==> src/rtl/snoop_wb_ctrl.sv <==
// snoop_wb_ctrl: snoop-side MESI controller owning the tag/state array of a direct-mapped cache,
// sequencing write-backs and returning one snoop response per accepted request.
module snoop_wb_ctrl #(
  parameter int ADDR_WIDTH   = 32,
  parameter int INDEX_WIDTH  = 4,
  parameter int OFFSET_WIDTH = 2,
  parameter int WB_TIMEOUT   = 255,
  localparam int TAG_WIDTH   = ADDR_WIDTH - INDEX_WIDTH - OFFSET_WIDTH
) (
  input  logic                   clk,
  input  logic                   rst_n,
  input  logic                   bus_req_vld,
  output logic                   bus_req_rdy,
  input  logic [1:0]             bus_req,
  input  logic [ADDR_WIDTH-1:0]  bus_addr,
  output logic                   bus_rsp_vld,
  input  logic                   bus_rsp_rdy,
  output logic [1:0]             bus_rsp,
  output logic                   wb_vld,
  input  logic                   wb_rdy,
  output logic [INDEX_WIDTH-1:0] wb_idx,
  output logic [TAG_WIDTH-1:0]   wb_tag,
  input  logic                   pr_upd_en,
  output logic                   pr_upd_rdy,
  input  logic [INDEX_WIDTH-1:0] pr_upd_idx,
  input  logic [TAG_WIDTH-1:0]   pr_upd_tag,
  input  logic [3:0]             pr_upd_state,
  output logic                   err
);
  localparam int NUM_LINES = 1 << INDEX_WIDTH;
  localparam logic [3:0] INVALID = 4'b0001, SHARED = 4'b0010, EXCLUSIVE = 4'b0100, MODIFIED = 4'b1000;
  localparam logic [1:0] BUS_NO_REQ = 2'd0, BUS_READ_REQ = 2'd1, BUS_RWITM_REQ = 2'd2, BUS_INVALIDATE_REQ = 2'd3;
  localparam logic [1:0] BUS_NO_RSP = 2'd0, BUS_SNOOP_FOUND_RSP = 2'd1;
  localparam logic [7:0] TO_LAST = 8'(WB_TIMEOUT - 1);
  typedef enum logic [1:0] {IDLE, LOOKUP, WB, RSP} state_t;
  state_t state, state_nxt;
  logic [TAG_WIDTH-1:0]   tags [NUM_LINES];
  logic [3:0]             mesi [NUM_LINES];
  logic [1:0]             req_r, rsp_r;
  logic [INDEX_WIDTH-1:0] idx_r;
  logic [TAG_WIDTH-1:0]   tag_r;
  logic [3:0]             nxt_r, cur, lk_nxt;
  logic [7:0]             cnt;
  logic                   hit, e, m, s, rd, rw, iv, lk_wb, lk_err, timeout;
  logic [1:0]             lk_rsp;
  logic                   unused_offset;
  assign unused_offset = ^bus_addr[OFFSET_WIDTH-1:0];
  assign cur = mesi[idx_r];
  assign hit = tags[idx_r] == tag_r && cur != INVALID;
  assign e = hit && cur == EXCLUSIVE;
  assign m = hit && cur == MODIFIED;
  assign s = hit && cur == SHARED;
  assign rd = req_r == BUS_READ_REQ;
  assign rw = req_r == BUS_RWITM_REQ;
  assign iv = req_r == BUS_INVALIDATE_REQ;
  // Unrecognised state encodings and BUS_NO_REQ fall through as no-ops
  assign lk_wb = m && (rd || rw);
  assign lk_err = (e || m) && iv;
  assign lk_rsp = ((e || m) && (rd || rw)) || (s && rw) ? BUS_SNOOP_FOUND_RSP : BUS_NO_RSP;
  assign lk_nxt = ((e || m || s) && rw) || (s && iv) ? INVALID : (e || m || s) && rd ? SHARED : cur;
  assign timeout = cnt == TO_LAST;
  assign bus_req_rdy = rst_n && state == IDLE;
  assign pr_upd_rdy = rst_n && state == IDLE;
  assign wb_vld = state == WB;
  assign bus_rsp_vld = state == RSP;
  assign bus_rsp = rsp_r;
  assign wb_idx = idx_r;
  assign wb_tag = tag_r;
  always_ff @(posedge clk or negedge rst_n)
    if (!rst_n) state <= IDLE;
    else state <= state_nxt;
  always_comb begin
    state_nxt = state;
    case (state)
      IDLE:    state_nxt = bus_req_vld ? LOOKUP : IDLE;
      LOOKUP:  state_nxt = lk_wb ? WB : RSP;
      WB:      state_nxt = wb_rdy || timeout ? RSP : WB;
      default: state_nxt = bus_rsp_rdy ? IDLE : RSP;
    endcase
  end
  always_ff @(posedge clk or negedge rst_n) begin
    if (!rst_n) begin
      for (int i = 0; i < NUM_LINES; i++) begin
        tags[i] <= '0;
        mesi[i] <= INVALID;
      end
      req_r <= BUS_NO_REQ;
      rsp_r <= BUS_NO_RSP;
      idx_r <= '0;
      tag_r <= '0;
      nxt_r <= INVALID;
      cnt <= '0;
      err <= 1'b0;
    end else begin
      if (state == IDLE && bus_req_vld) begin
        req_r <= bus_req;
        idx_r <= bus_addr[OFFSET_WIDTH +: INDEX_WIDTH];
        tag_r <= bus_addr[ADDR_WIDTH-1 -: TAG_WIDTH];
      end
      if (state == IDLE && pr_upd_en) begin
        tags[pr_upd_idx] <= pr_upd_tag;
        mesi[pr_upd_idx] <= pr_upd_state;
      end
      if (state == LOOKUP) begin
        nxt_r <= lk_nxt;
        rsp_r <= lk_rsp;
        cnt <= '0;
        if (lk_err) err <= 1'b1;
      end
      if (state == WB && !wb_rdy) begin
        cnt <= cnt + 8'd1;
        if (timeout) err <= 1'b1;
      end
      // Line state changes only once the response has been consumed
      if (state == RSP && bus_rsp_rdy) mesi[idx_r] <= nxt_r;
    end
  end
endmodule

==> config.mk <==
export PLATFORM = sky130hd
export DESIGN_NAME = snoop_wb_ctrl
export DESIGN_NICKNAME = d
export VERILOG_FILES = /design/src/rtl/snoop_wb_ctrl.sv
export SDC_FILE = /design/constraint.sdc
export NUM_CORES = 1
export LEC_CHECK = 0
export BUFFER_PORTS_ARGS = -buffer_cell sky130_fd_sc_hd__buf_2
export CAP_MARGIN = 10
export CELL_PAD_IN_SITES_DETAIL_PLACEMENT = 2
export CELL_PAD_IN_SITES_GLOBAL_PLACEMENT = 2
export CORE_MARGIN = 2
export CORE_UTILIZATION = 30
export CTS_BUF_LIST = sky130_fd_sc_hd__clkbuf_8
export CTS_CLUSTER_DIAMETER = 100
export DETAILED_ROUTE_END_ITERATION = 6
export PLACE_DENSITY = 0.57
export SKIP_CTS_REPAIR_TIMING = 1
export SLEW_MARGIN = 30
export SYNTH_ARGS = -nofsm -noshare
export SYNTH_HDL_FRONTEND = slang
export SYNTH_SLANG_ARGS = --single-unit
export TNS_END_PERCENT = 1
==> constraint.sdc <==
create_clock -name clk -period 3.3 [get_ports clk]
set_clock_uncertainty 0.1 [all_clocks]
set_input_delay 0.495 -clock clk [delete_from_list [all_inputs] [get_ports clk]]
set_output_delay 0.495 -clock clk [all_outputs]
set_load 0.03 [all_outputs]
Word-level counts from Yosys, hierarchy flattened. Index checks and enable logic that the tools add are counted.

Reduce and logical (&&, ||, !) cells: 27. Magnitude comparators: 4. Add/sub/neg operators: 1. Muxes and demuxes: 31. Eq/ne operators: 12. Bitwise operators: 2.

Operators by type and width (number): bitwise mux 416 bit (1); bitwise mux 64 bit (2); 2-to-1 mux 64 bit (2); binary-select mux 26 bit (select 4 bit) (1); demux 26 bit (select 4 bit) (1); 2-to-1 mux 26 bit (3); demux 4 bit (select 4 bit) (2); equality test 26 bit (1); 2-to-1 mux 4 bit (6); logical AND 1 bit (18); binary-select mux 4 bit (select 4 bit) (1); 2-to-1 mux 8 bit (2); >= comparator 5 bit, second input constant (2); less-than comparator 5 x 1 -> 1 bit, second input constant (2); NOT 4 -> 5 bit (2); adder 8 x 1 -> 8 bit, second input constant (1); equality test 2 bit, second input constant (4); equality test 8 bit, second input constant (1); 2-to-1 mux 1 bit (8); logical OR 1 bit (6); one-hot mux 2 bit (3 select lines) (1); equality test 2 x 1 -> 1 bit, second input constant (2); equality test 4 x 2 -> 1 bit, second input constant (1); equality test 4 x 3 -> 1 bit, second input constant (1); other kinds (6) (6).

Register bits: 529. Output and inout port bits: 37. Word-level logic and storage cells: 117. Bits of input ports: 74.

Logic depth before layout (Yosys ltp).
Word-level depth: 13. Mapped depth: 13. Mapped depth without buffers: 9.

Worst setup path before layout. OpenSTA, ideal clock, no wires.

Path type: register to register. Start point: register idx_r[0], in the netlist wb_idx[0]. End point: register nxt_r[1]. Library setup time: 0.120 ns. Clock period less this slack: 3.203 ns. Data arrival time: 2.983 ns. Cell stages (with the launch flop): 12. Buffers on the path: 4. Slack: 0.097 ns. Required time: 3.080 ns. Path through: dfrtp_1 buf_6 buf_12 buf_8 buf_2 mux4_2 a22oi_1 nand2_1 nor3b_1 a21oi_1 nand3b_2 a31o_1.

Longest elaborated chain between the ends: 12. Elaborated cells on any way between the ends: 24. Classes of those cells: eq/ne (5); mux (8); bitwise (1); reduce/logical (10).

RTL lines: from (decl) (line 40) `logic [INDEX_WIDTH-1:0] idx_r;`; from (signal assigned) (line 97) `idx_r <= bus_addr[OFFSET_WIDTH +: INDEX_WIDTH];`; NOT 4 -> 5 bit (not written as such) (*) (line 48, 49); binary-select mux 26 bit (select 4 bit) / binary-select mux 4 bit (select 4 bit) (equally long branches) (line 49, 48); 2-to-1 mux 26 bit (not written as such) / 2-to-1 mux 4 bit (equally long branches) (2 in a row) (line 49, 48); equality test 26 bit / != test 4 x 1 -> 1 bit (equally long branches) (line 49) `assign hit = tags[idx_r] == tag_r && cur != INVALID;`; logical AND 1 bit (line 49); logical AND 1 bit, on equally long branches (line 50, 51); logical OR 1 bit (2 in a row) (line 60) `assign lk_nxt = ((e || m || s) && rw) || (s && iv) ? INVALID : (e || m || s) && rd ? SHARED : cur;`; logical AND 1 bit (line 60); 2-to-1 mux 4 bit / logical OR 1 bit (equally long branches) (line 60); 2-to-1 mux 4 bit (*) (line 60); to (signal assigned) (line 105) `nxt_r <= lk_nxt;`; to (decl) (line 42) `logic [3:0] nxt_r, cur, lk_nxt;`.

Every way passes the cells marked *; elsewhere a longest branch is shown, timed or not. The select of a mux whose other input is x is not followed. A chain may end at the register's enable or synchronous reset.

Worst setup path after layout. Same ends and word-level chain as after synthesis.

==> impl_metrics.toml <==
[worst_setup_path]
r2r-start = "wb_idx[0]"
critical_path.slowest_cell = "mux4_2"
arrival_ns = 4.00
endpoint_kind = "register"
cp.buffers_inverters = 3
crit_family = "multiplexers"
crit_required_ns = 3.82
critPathLaunch = "wb_idx[0]"
max_stage_delay_ns = 0.51
crit_type = "reg2reg"
startpoint_type = "register"
cpMostUsedCell = "buf_12"
path_cells = "clkbuf_16 > buf_12 > mux4_2 > o21ai_0 > mux2_2 > o41ai_2 > o2111ai_1 > nor4_4 > buf_12 > nand3b_2 > a31o_1"
cp_max_fo = 9

[placement]
port_buffers = 107
dp.final_hpwl_um = 52200
dp_slack_ns = -0.417
place.gp.congestion = 0.748
placement.cell_area_mm2 = 0.0277

[timing]
fin_crit_sh = 1.06
drv_slew = 0
hold_viol_final = 0
period_minus_slack_ns = 3.48
setup_ws_ns = -0.183
setup-tns-final_ns = -0.935
tightest_slew_ns = 0.879
fmax_mhz = 287
rsz0062_at_grt = "yes"
max_slew_margin = 0.414
setup_viol = 7

[route]
post-route-drc-count = 0
drt.antenna.violating_nets = 0
firstDrtPassIters = 5
vias_per_cell = 5.13
wl_um = 84600
avgRoutedWirePerCell_um = 26.7
drt-initial-drc-count = 659
via_count = 16200

[floorplanning]
ios = 111
die-area_mm2 = 0.0858
initial_core_util = 0.304
core_area_mm2 = 0.0824
num_rows = 105
die_w_um = 293
die_h_um = 293

[clock_network]
cts_made_buffers = 99
clkTransAtPathRegs_ns = 0.06
clock_sinks = 528
root_buffer = "clkbuf_8"
ctsHtreeMaxLevel = 3
cts_tree = "built"
worst_skew_pair.late_latency_ns = 0.73
clock_path_buffers = 3

[finish]
nFillCells = 8259
area_growth_pct = 20.7
final_common_cell = "dfrtp_1"
mostFrequentLayoutCells = "dfrtp_1, mux2_2, mux2i_1"
final_layout_size_suffix_gt1_frac = 0.464
layout.nets = 2098
final_cell_area_mm2 = 0.0302

[min_path]
hold_start = "wb_rdy"
hold_path_class = "in2reg"

[synthesis]
synthCells = 1785
synth_edf_count = 0
yosys.area_share.simple = 0.0377
yosys_most_used_dff = "dfrtp_1"
synth.avg_cell_area_um2 = 14.0
syn-num-nets = 1868
netlist_area_mm2 = 0.0250
synthAdderAreaFrac = 0.00450
seq_area_frac_synth = 0.528
ys_ff_latch = 528
synth-compound-area-share = 0.0379
async_flop_share = 1.00
synth_top_family_by_area = "multiplexers"
synthXorXnorAreaFrac = 0.0175
ys.warnings.count = 0
muxShareOfSynthArea = 0.346
yosys.cell_types.count = 58

[grt]
grt_pass1_vias = 18200
overflow = 0
grt_max_degree = 160
grtUsageTotal = 0.198
grt_pass1_wl_um = 124000
antenna_found_initial = 9

[pwr]
seq_power_share = 0.374
cellLeakagePower_nw = 14.0
p_int_w = 0.0190
swShare = 0.360
net-switching-power_w = 0.0107
peakVddDrop_mv = 0.459
powerDensity_mw_per_mm2 = 983
combPwrFrac = 0.410
clkPwrFrac = 0.216

[run]
maxCapViolCount = 0

[run_status]
failed_checks = "setup timing"
outcome = "complete, but fails checks"
==> worst reg2reg max path, delay by kind of cell (launching register included) <==
kind | cells | cell delay (ns)
AND/OR/NAND/NOR | 2 | 0.53
AO/OA/AOI/OAI | 4 | 0.82
flip-flops | 1 | 0.49
multiplexers | 2 | 0.89
buffers and inverters | 3 | 0.56
==> cell usage after synthesis (17+ instances only) <==
cell | instances | share of area
mux2i_1 | 140 | 0.056
dfrtp_1 | 511 | 0.51
mux2_2 | 449 | 0.20
o21ai_0 | 32 | 0.0064
a22oi_1 | 24 | 0.0072
nand2_1 | 64 | 0.0096
dfstp_2 | 17 | 0.018
xor2_1 | 19 | 0.0066
buf_2 | 17 | 0.0034
nor2_1 | 79 | 0.012
xnor2_1 | 31 | 0.011
clkbuf_1 | 70 | 0.010
mux4_2 | 98 | 0.088
buf_1 | 34 | 0.0051
a21oi_1 | 57 | 0.011
==> state kept, by name, summed over array words and instances (netlist names) <==
register / flops
tags: 416
mesi: 64
wb_tag: 26
cnt: 8
nxt_r: 4
wb_idx: 4
req_r: 2
state: 2
bus_rsp: 1
err: 1
==> through the flow <==
step	instances	hold WS, ns	utilization	total power (W)
after floorplan	1785	0.0994	-	0.0183
after global placement	2934	0.255	0.336	0.0226
after detailed placement	2934	0.249	0.336	0.0231
after CTS	3108	-0.498	0.360	0.0297
after global routing	3161	0.0534	0.367	0.0315
final	3162	0.0698	0.367	0.0297
==> per-layer routing <==
metal	routed length, um	track usage	vias up	share of wire
met1	38800	0.269	8795	0.46
met5	22	0	-	0.00026
met2	40800	0.320	276	0.48
li1	-	-	6988	-
met4	2260	0.0642	4	0.027
met3	2700	0.0347	145	0.032
==> area by class of cell <==
cell class,instances,area [um^2],area share
diodes,4,10.0,0.000331
well taps,1070,1340,0.0443
clock inverters,50,270,0.00894
clock buffers,124,1710,0.0565
inverters,12,45.0,0.00149
repair buffers,269,2350,0.0779
multi-input cells,1105,11300,0.372
flip-flops and latches,528,13200,0.438
==> power by group through the flow <==
| stage | Combinational (W) | Sequential [W] | Clock [W] |
|---|---|---|---|
| 2_1_floorplan | 0.00760 | 0.0107 | 0 |
| 5_1_grt | 0.0131 | 0.0115 | 0.00695 |
| 6_report | 0.0122 | 0.0111 | 0.00641 |
| 3_3_place_gp | 0.0116 | 0.0110 | 0 |
| 3_5_place_dp | 0.0119 | 0.0112 | 0 |
| 4_1_cts | 0.0120 | 0.0111 | 0.00666 |
==> worst paths after layout <==
path	slack, ns	cells after the start	to
max in group asynchronous	1.76	4	wb_tag[2]
worst max register to register	-0.18	11	nxt_r[1]
worst min-delay path	0.07	4	cnt[6]
worst max-delay path	-0.18	11	nxt_r[1]
min in group asynchronous	0.16	2	tags[126]
worst min register to register	0.40	1	tags[286]
==> cell families (layout without fill, tap and decap cells) <==
family	after synthesis	in the layout
adders and majority gates	9	9
DFF	528	528
other	1	5
AOI/OAI and AO/OA	153	153
and+or+nand+nor	205	205
buffers and inverters	152	455
xor gates and xnor gates	50	50
muxes	687	687
No activity file was read; power rests on OpenSTA's default activity.
